`config.mk`:
```
export PLATFORM = sky130hd
export DESIGN_NAME = ws281x_rx
export DESIGN_NICKNAME = d
export VERILOG_FILES = /design/src/rtl/ws281x_rx.sv
export SDC_FILE = /design/constraint.sdc
export NUM_CORES = 1
export LEC_CHECK = 0
export CAP_MARGIN = 20
export CORE_MARGIN = 5
export CORE_UTILIZATION = 55
export DETAILED_ROUTE_END_ITERATION = 10
export GPL_TIMING_DRIVEN = 0
export HOLD_SLACK_MARGIN = 0.15
export MAX_ROUTING_LAYER = met4
export PLACE_DENSITY = 0.88
export SLEW_MARGIN = 10
export SYNTH_ARGS = -nofsm -noshare
export SYNTH_HDL_FRONTEND = slang
export SYNTH_SLANG_ARGS = --single-unit
export TNS_END_PERCENT = 5
```
`constraint.sdc`:
```
create_clock -name clk_sys -period 5.4 [get_ports clk_sys]
set_clock_uncertainty 0.15 [all_clocks]
set_input_delay 1.08 -clock clk_sys [delete_from_list [all_inputs] [get_ports clk_sys]]
set_output_delay 1.08 -clock clk_sys [all_outputs]
set_load 0.01 [all_outputs]
```
`src/rtl/ws281x_rx.sv`:
```
// WS281x single-wire NRZ receiver: measures high-pulse widths, decodes bits and
// assembles 24-bit GRB pixels (MSB first) onto a valid/ready stream.
module ws281x_rx #(
  parameter int unsigned SysClkFreq    = 30_000_000,
  parameter int unsigned MinHighCycles = 3,
  parameter int unsigned ThreshCycles  = 18,
  parameter int unsigned MaxHighCycles = 36,
  parameter int unsigned ResetCycles   = 1500,
  parameter int unsigned CntW          = $clog2(ResetCycles + 1)
) (
  input  logic        clk_sys,
  input  logic        rst_sys_n,
  input  logic        enable_i,
  input  logic        ws281x_din_i,
  output logic [23:0] data_o,
  output logic        data_valid_o,
  input  logic        data_ready_i,
  output logic        data_first_o,
  output logic        idle_o,
  output logic        bit_err_o,
  output logic        overflow_o
);

  localparam int unsigned PixW    = 24;
  localparam int unsigned BitCntW = $clog2(PixW + 1);

  typedef enum logic [1:0] {StSync, StIdle, StHigh, StLow} state_e;

  // Pulse classification only makes sense for ordered thresholds.
  if (SysClkFreq == 0 || MinHighCycles >= ThreshCycles || ThreshCycles > MaxHighCycles ||
      MaxHighCycles >= ResetCycles) begin : g_param_check
    $error("ws281x_rx: inconsistent timing parameters");
  end

  state_e               state_q, state_d;
  logic                 din_s1_q, din_s2_q, din_prev_q;
  logic [CntW-1:0]      cnt_q, cnt_d;
  logic [BitCntW-1:0]   bitcnt_q, bitcnt_d;
  logic [PixW-1:0]      shift_q, shift_d;
  logic [PixW-1:0]      data_q, data_d;
  logic                 first_q, first_d;
  logic                 valid_q, valid_d;
  logic                 dfirst_q, dfirst_d;
  logic                 idle_q, idle_d;
  logic                 bit_err_q, bit_err_d;
  logic                 ovf_q, ovf_d;
  logic                 rise, fall, bit_val, pix_done;

  always_comb begin
    rise      = din_s2_q & ~din_prev_q;
    fall      = ~din_s2_q & din_prev_q;
    bit_val   = (cnt_q >= CntW'(ThreshCycles));
    pix_done  = 1'b0;
    state_d   = state_q;
    bitcnt_d  = bitcnt_q;
    shift_d   = shift_q;
    first_d   = first_q;
    data_d    = data_q;
    dfirst_d  = dfirst_q;
    valid_d   = valid_q & ~data_ready_i;
    bit_err_d = 1'b0;
    ovf_d     = 1'b0;

    // Pulse width counter: restarts on every edge, saturates at all-ones.
    if (rise || fall) begin
      cnt_d = CntW'(1);
    end else if (cnt_q != {CntW{1'b1}}) begin
      cnt_d = cnt_q + CntW'(1);
    end else begin
      cnt_d = cnt_q;
    end

    if (!enable_i) begin
      state_d  = StSync;
      shift_d  = '0;
      bitcnt_d = '0;
      valid_d  = 1'b0;
    end else begin
      unique case (state_q)
        StSync: begin
          shift_d  = '0;
          bitcnt_d = '0;
          if (!din_s2_q && cnt_q >= CntW'(ResetCycles)) begin
            state_d = StIdle;
            first_d = 1'b1;
          end
        end
        StIdle: begin
          if (rise) state_d = StHigh;
        end
        StHigh: begin
          if (fall && cnt_q < CntW'(MinHighCycles)) begin
            bit_err_d = 1'b1;
            bitcnt_d  = '0;
            state_d   = StSync;
          end else if (cnt_q > CntW'(MaxHighCycles)) begin
            bit_err_d = 1'b1;
            state_d   = StSync;
          end else if (fall) begin
            // Bits land MSB first; position is indexed by the running bit count.
            shift_d[BitCntW'(PixW - 1) - bitcnt_q] = bit_val;
            state_d = StLow;
            if (bitcnt_q == BitCntW'(PixW - 1)) begin
              bitcnt_d = '0;
              pix_done = 1'b1;
            end else begin
              bitcnt_d = bitcnt_q + BitCntW'(1);
            end
          end
        end
        StLow: begin
          if (rise) begin
            state_d = StHigh;
          end else if (cnt_q >= CntW'(ResetCycles)) begin
            bit_err_d = (bitcnt_q != '0);
            bitcnt_d  = '0;
            shift_d   = '0;
            first_d   = 1'b1;
            state_d   = StIdle;
          end
        end
        default: state_d = StSync;
      endcase
    end

    // A completed pixel either lands in the output slot or is dropped.
    if (pix_done) begin
      first_d = 1'b0;
      if (!valid_q || data_ready_i) begin
        data_d   = shift_d;
        dfirst_d = first_q;
        valid_d  = 1'b1;
      end else begin
        ovf_d = 1'b1;
      end
    end

    idle_d = (state_d == StIdle);
  end

  always_ff @(posedge clk_sys or negedge rst_sys_n) begin
    if (!rst_sys_n) begin
      din_s1_q   <= 1'b0;
      din_s2_q   <= 1'b0;
      din_prev_q <= 1'b0;
      state_q    <= StSync;
      cnt_q      <= '0;
      bitcnt_q   <= '0;
      shift_q    <= '0;
      first_q    <= 1'b1;
      data_q     <= '0;
      dfirst_q   <= 1'b0;
      valid_q    <= 1'b0;
      idle_q     <= 1'b0;
      bit_err_q  <= 1'b0;
      ovf_q      <= 1'b0;
    end else begin
      din_s1_q   <= ws281x_din_i;
      din_s2_q   <= din_s1_q;
      din_prev_q <= din_s2_q;
      state_q    <= state_d;
      cnt_q      <= cnt_d;
      bitcnt_q   <= bitcnt_d;
      shift_q    <= shift_d;
      first_q    <= first_d;
      data_q     <= data_d;
      dfirst_q   <= dfirst_d;
      valid_q    <= valid_d;
      idle_q     <= idle_d;
      bit_err_q  <= bit_err_d;
      ovf_q      <= ovf_d;
    end
  end

  assign data_o       = data_q;
  assign data_valid_o = valid_q;
  assign data_first_o = dfirst_q;
  assign idle_o       = idle_q;
  assign bit_err_o    = bit_err_q;
  assign overflow_o   = ovf_q;

endmodule

```
==> results of run 1 <==
## layout by cell type, fill, tap and decap left out, types with 7 or more instances in the layout
master / instances
mux2i_1: 25
a22o_1: 24
nor2b_1: 7
inv_1: 9
clkbuf_8: 10
clkdlybuf4s50_1: 32
nor2_1: 35
dfrtp_1: 74
ha_1: 8
nand4_1: 30
clkbuf_1: 19
mux2_4: 19
buf_2: 8
nand2_1: 48
## metrics by stage
step | util | hold slack (ns) | area (um2)
floorplan | - | 0.181 | 4000
global placement | 0.621 | 0.185 | 4460
detailed placement | 0.623 | 0.188 | 4470
CTS | 0.658 | 0.205 | 4720
global route | 0.658 | 0.235 | 4720
finish | 0.658 | 0.203 | 4720
## cell families after synthesis
kind of cell | synth area share
AO/OA/AOI/OAI | 0.106
AND/OR/NAND/NOR | 0.189
XOR/XNOR | 0.0175
buffers and inverters | 0.0428
adder cells (fa/ha/maj) | 0.0250
multiplexers | 0.151
flip-flops | 0.469
## flip-flops by register name (all words and copies together) (netlist names), 2 cells and up
signal	count
shift_q	24
bitcnt_q	5
cnt_q	11
data_o	24
state_q	2
## worst max-delay path by stage
stage | startpoint | end | slack [ns] | depth (start not counted)
after floorplan | enable_i | data_o[10] | 2.93 | 6
after global placement | rst_sys_n | data_o[7] | 0.60 | 1
after detailed placement | enable_i | data_o[9] | 2.22 | 7
after CTS | enable_i | data_o[9] | 2.59 | 7
after global routing | din_s2_q | data_o[9] | 2.42 | 9
final | enable_i | data_o[9] | 2.55 | 7
## layer usage
layer / vias to the layer above / wire, um
li1: 1460 / -
met1: 1548 / 3950
met2: 112 / 4190
met3: 14 / 464
met4: 0 / 146
met5: - / 0
## where the power goes
part / switching [W] / internal [W] / total, W
sequential: 0.00000734 / 0.000568 / 0.000575
combinational: 0.0000451 / 0.0000189 / 0.0000641
clock: 0.000215 / 0.000320 / 0.000535
total: 0.000267 / 0.000907 / 0.00117
## area by class of cell
cell class | count | area, um2
clock buffer | 10 | 138
timing repair buffer | 34 | 348
tap | 99 | 124
fill | 547 | 2450
inverter | 9 | 33.8
multi-input combinational | 271 | 1950
sequential | 75 | 1880
clock inverter | 6 | 111
buffer | 30 | 138
==> qor.yml, run 1 <==
netlist_area_mm2: 0.00400
dp.cells: 518
critPathKind: "in2reg"
crit_family: "buffers and inverters"
worstPathMaxFanout: 10
outcome: "complete, no violations"
setup-violations-final: 0
synth_commonest_cells: "74 x dfrtp_1, 48 x nand2_1, 35 x nor2_1"
grt_use_met3: 0.0371
finalSetupTns_ns: 0
postSynthAreaPerCell_um2: 10.4
power.leakage_nw: 2.23
layout_setup_ws_ns: 2.55
drt_iter0_markers: 250
gp_congestion: 0.898
num_antenna_cells: 0
grt_pass1_vias: 3000
cts_buffers: 9
grt_util_met1: 0.285
timing.fmax_ghz: 0.351
pre_cts_slack_ns: 2.22
synthArstFlopShare: 1.00
worstSkewPairLatency_ns: 0.35
r2r_end: "data_o[9]"
holdBufCountCts: 0
wirelength_um: 8750
cts_buffer_depth: 2
synth_fp_nets: 398
antenna_found_initial: 0
hp-class: "reg2reg"
dr.pass1.iters: 5
wire_per_inst_um: 16.4
synth_top_area_share: 0.463
synth.area.top_cells: "dfrtp_1 46%, mux2_4 7.1%, mux2i_1 6.3%"
rrSetupSlack_ns: 2.61
met2_usage: 0.325
start_kind: "input pin"
slew_headroom: 0.643
reg2regPathDepth: 9
grt_first_pass_wirelength_um: 14600
synth-seq-cells: 75
crit_path_top_delay_cell: "clkdlybuf4s50_1"
timing.final.crit_period_ns: 2.85
grt_use_total: 0.213
finalNetCount: 443
period_share: 0.528
holdPathStages: 0
power_density_mw_per_mm2: 249
worstPathCellList: "clkdlybuf4s50_1, and3_1, and4_1, buf_2, nand4_4, buf_6, mux2_4"
die_area_mm2: 0.00908
rr_startpoint: "din_s2_q"
fp.dieH_um: 95.3
globalRoute.totalOverflow: 0
grt.busiest_layer: "met2"
area_growth_pct: 18.0
cts_setup_buffers: 0
crit_buf_inv: 3
synth_area_leader_cell: "dfrtp_1"
cts_sinks: 75
irDropWorstVdd_uv: 127
start_util: 0.558
cp.required_ns: 5.49
drive_above_1_share: 0.138
yosys_warnings: 0
ys_seq_area_frac: 0.469
cts_tree: "yes"
coreArea_mm2: 0.00718
drc: 0
synth_top_flop_cell: "dfrtp_1"
cts_root_buffer: "clkbuf_8"
synth.most_common_cell: "dfrtp_1"
worstPathArrival_ns: 2.93
rows: 31
end_kind: "register"
drv_slew: 0
hold_viol_final: 0
fp.dieW_um: 95.3
tightest_slew_ns: 0.535
port_buffers: 33
power_w: 0.00117
cpPeakStageDelay_ns: 0.53
hp-start: "din_s1_q"
postRouteAntennaNets: 0
detailed_place_hpwl_um: 5940
via_count: 3134
fin_cells: 534
cts_resized: 0
synth-edff-count: 0
viasPerCell: 5.87
syn-instance-count: 385
grt_max_degree: 41
clk_pin_slew_worst_paths_ns: 0.07
grt_setup_unrepaired: "false"
drv_cap: 0
ys_types: 45
cts_htree_levels: 3
ios: 34
holdPathEnd: "din_s2_q"
(Power assumes the default switching activity.)
==> run 2: changes to the inputs <==
- CORE_UTILIZATION: 55 -> 52
- clock period: 5.4 -> 2.55 ns (I/O delays scaled with it)
==> run 2 against run 1 <==
  * Clock power grew 74%
  * Utilization shrank 2.8 points
  * Via count grew 0.54%
  * Global-route usage shrank 2.0 points
  * Design area grew 1.5%
  * Total power grew 95%
  * Critical path depth is the same
  * Non-clock buffer count grew 7
  * Combinational power grew 120%
  * Largest power group unchanged
==> qor.yml, run 2 (synthesis gave the netlist of run 1 again) <==
outcome: "complete, no violations"
design_area_mm2: 0.00479
period_share: 0.972
layout_common_cells: "73 x dfrtp_1, 48 x nand2_1, 34 x nor2_1"
port_buffers: 33
setup-violations-final: 0
timing.final.crit_period_ns: 2.48
fillers: 612
reg2regPathDepth: 7
grt_use_total: 0.193
critPathKind: "reg2reg"
r2r_end: "data_o[6]"
cts_htree_levels: 3
coreArea_mm2: 0.00761
hp-start: "din_s1_q"
rows: 32
cp.required_ns: 2.66
postRouteAntennaNets: 0
irDropWorstVdd_uv: 253
die_area_mm2: 0.00955
ios: 34
tightest_slew_ns: 0.487
viasPerCell: 5.79
rr_startpoint: "cnt_q[7]"
area_growth_pct: 19.8
start_kind: "register"
dr.pass1.iters: 5
rrSetupSlack_ns: 0.07
grt_first_pass_wirelength_um: 14600
wirelength_um: 8940
drive_above_1_share: 0.161
drc: 0
wire_per_inst_um: 16.4
cts_root_buffer: "clkbuf_8"
finalNetCount: 450
hp-class: "reg2reg"
power_density_mw_per_mm2: 478
whs_ns: 0.201
power.leakage_nw: 2.28
cts_sinks: 75
via_count: 3151
num_antenna_cells: 0
gp_congestion: 0.865
grt_pass1_vias: 3071
start_util: 0.526
cts_buffer_depth: 2
drt_iter0_markers: 255
drv_slew: 0
fp.dieW_um: 97.7
final_common_cell: "dfrtp_1"
worstPathArrival_ns: 2.59
timing.fmax_ghz: 0.404
cts_tree: "yes"
worstPathMaxFanout: 7
end_kind: "register"
globalRoute.totalOverflow: 0
detailed_place_hpwl_um: 5920
holdPathEnd: "din_s2_q"
holdPathStages: 0
clk_pin_slew_worst_paths_ns: 0.08
fp.dieH_um: 97.7
slew_headroom: 0.675
worstSkewPairLatency_ns: 0.36
drv_cap: 0
hold_viol_final: 0
antenna_found_initial: 0
grt_max_degree: 44
cts_buffers: 9
place_area_mm2: 0.00448
==> run 2: changes by cell type in the layout (fill, tap and decap cells not counted), sizes merged <==
cell,previous run,this run
clkinv,1,3
buf,13,15
clkbuf,29,33
bufinv,3,1
dlygate4sd3,0,1
==> run 2: cell type report <==
| cell class | count | area [um2] | area share |
|---|---|---|---|
| Buffer | 29 | 169 | 0.0352 |
| Clock buffer | 10 | 128 | 0.0266 |
| Clock inverter | 6 | 65.1 | 0.0136 |
| Inverter | 9 | 33.8 | 0.00705 |
| Multi-Input combinational cell | 271 | 1960 | 0.409 |
| Sequential cell | 75 | 1880 | 0.392 |
| Tap cell | 102 | 128 | 0.0266 |
| Timing Repair Buffer | 42 | 428 | 0.0893 |
==> run 2: per-layer routing <==
metal	share of wire	track usage
met5	0	-
met4	0.019	0.0831
met3	0.052	0.0503
met2	0.47	0.289
met1	0.46	0.248
==> run 2: critical path: stages, from the launching register on <==
cell and delay, ns:
dfrtp_2 0.43, or4_1 0.55, nor2_2 0.12, and4_1 0.19, buf_4 0.14, nand4_4 0.24
clkbuf_16 0.27, mux2_4 0.29
==> run 2: stage by stage <==
stage	total power, W	cells	TNS, ns	utilization	setup WS [ns]
after floorplan	0.00132	385	0	-	0.219
after global placement	0.00136	520	-126.38	0.586	-1.67
after detailed placement	0.00138	521	-3.24	0.588	-0.183
after CTS	0.00230	539	0	0.616	0.0166
after global routing	0.00237	544	-0.360	0.630	-0.0337
final	0.00229	544	0	0.630	0.0721
==> run 2: how the worst max path moves through the flow <==
stage | end | startpoint | slack (ns) | cells after the start
finish | data_o[6] | cnt_q[7] | 0.07 | 7
global route | data_o[12] | cnt_q[10] | -0.03 | 7
CTS | data_o[8] | din_s2_q | 0.02 | 9
detailed placement | data_o[13] | din_s2_q | -0.18 | 9
global placement | data_o[16] | rst_sys_n | -1.67 | 1
floorplan | data_o[10] | din_s2_q | 0.22 | 9
==> run 2: power breakdown <==
group          leakage (nW)  switching (W)  internal [W]  total, W
Combinational          1.15      0.0000983     0.0000445  0.000143
Clock                0.0966       0.000475      0.000454  0.000930
Sequential             1.03      0.0000157       0.00120   0.00122
==> run 2: timing repair <==
item / 4_1_cts / 5_1_grt
resized for setup: 1 / 16
hold buffers: 1 / 0
pin swaps: 1 / 0
buffers inserted: 1 / 5
gates cloned: 0 / 1
endpoints found under the setup margin: 26 / 34
hold endpoints to repair: 31 / 0
==> run 3: changes to the inputs <==
- GPL_ROUTABILITY_DRIVEN: default -> 0
==> results of run 3 <==
Final layout, timing and power as in run 2 (identical DEF).
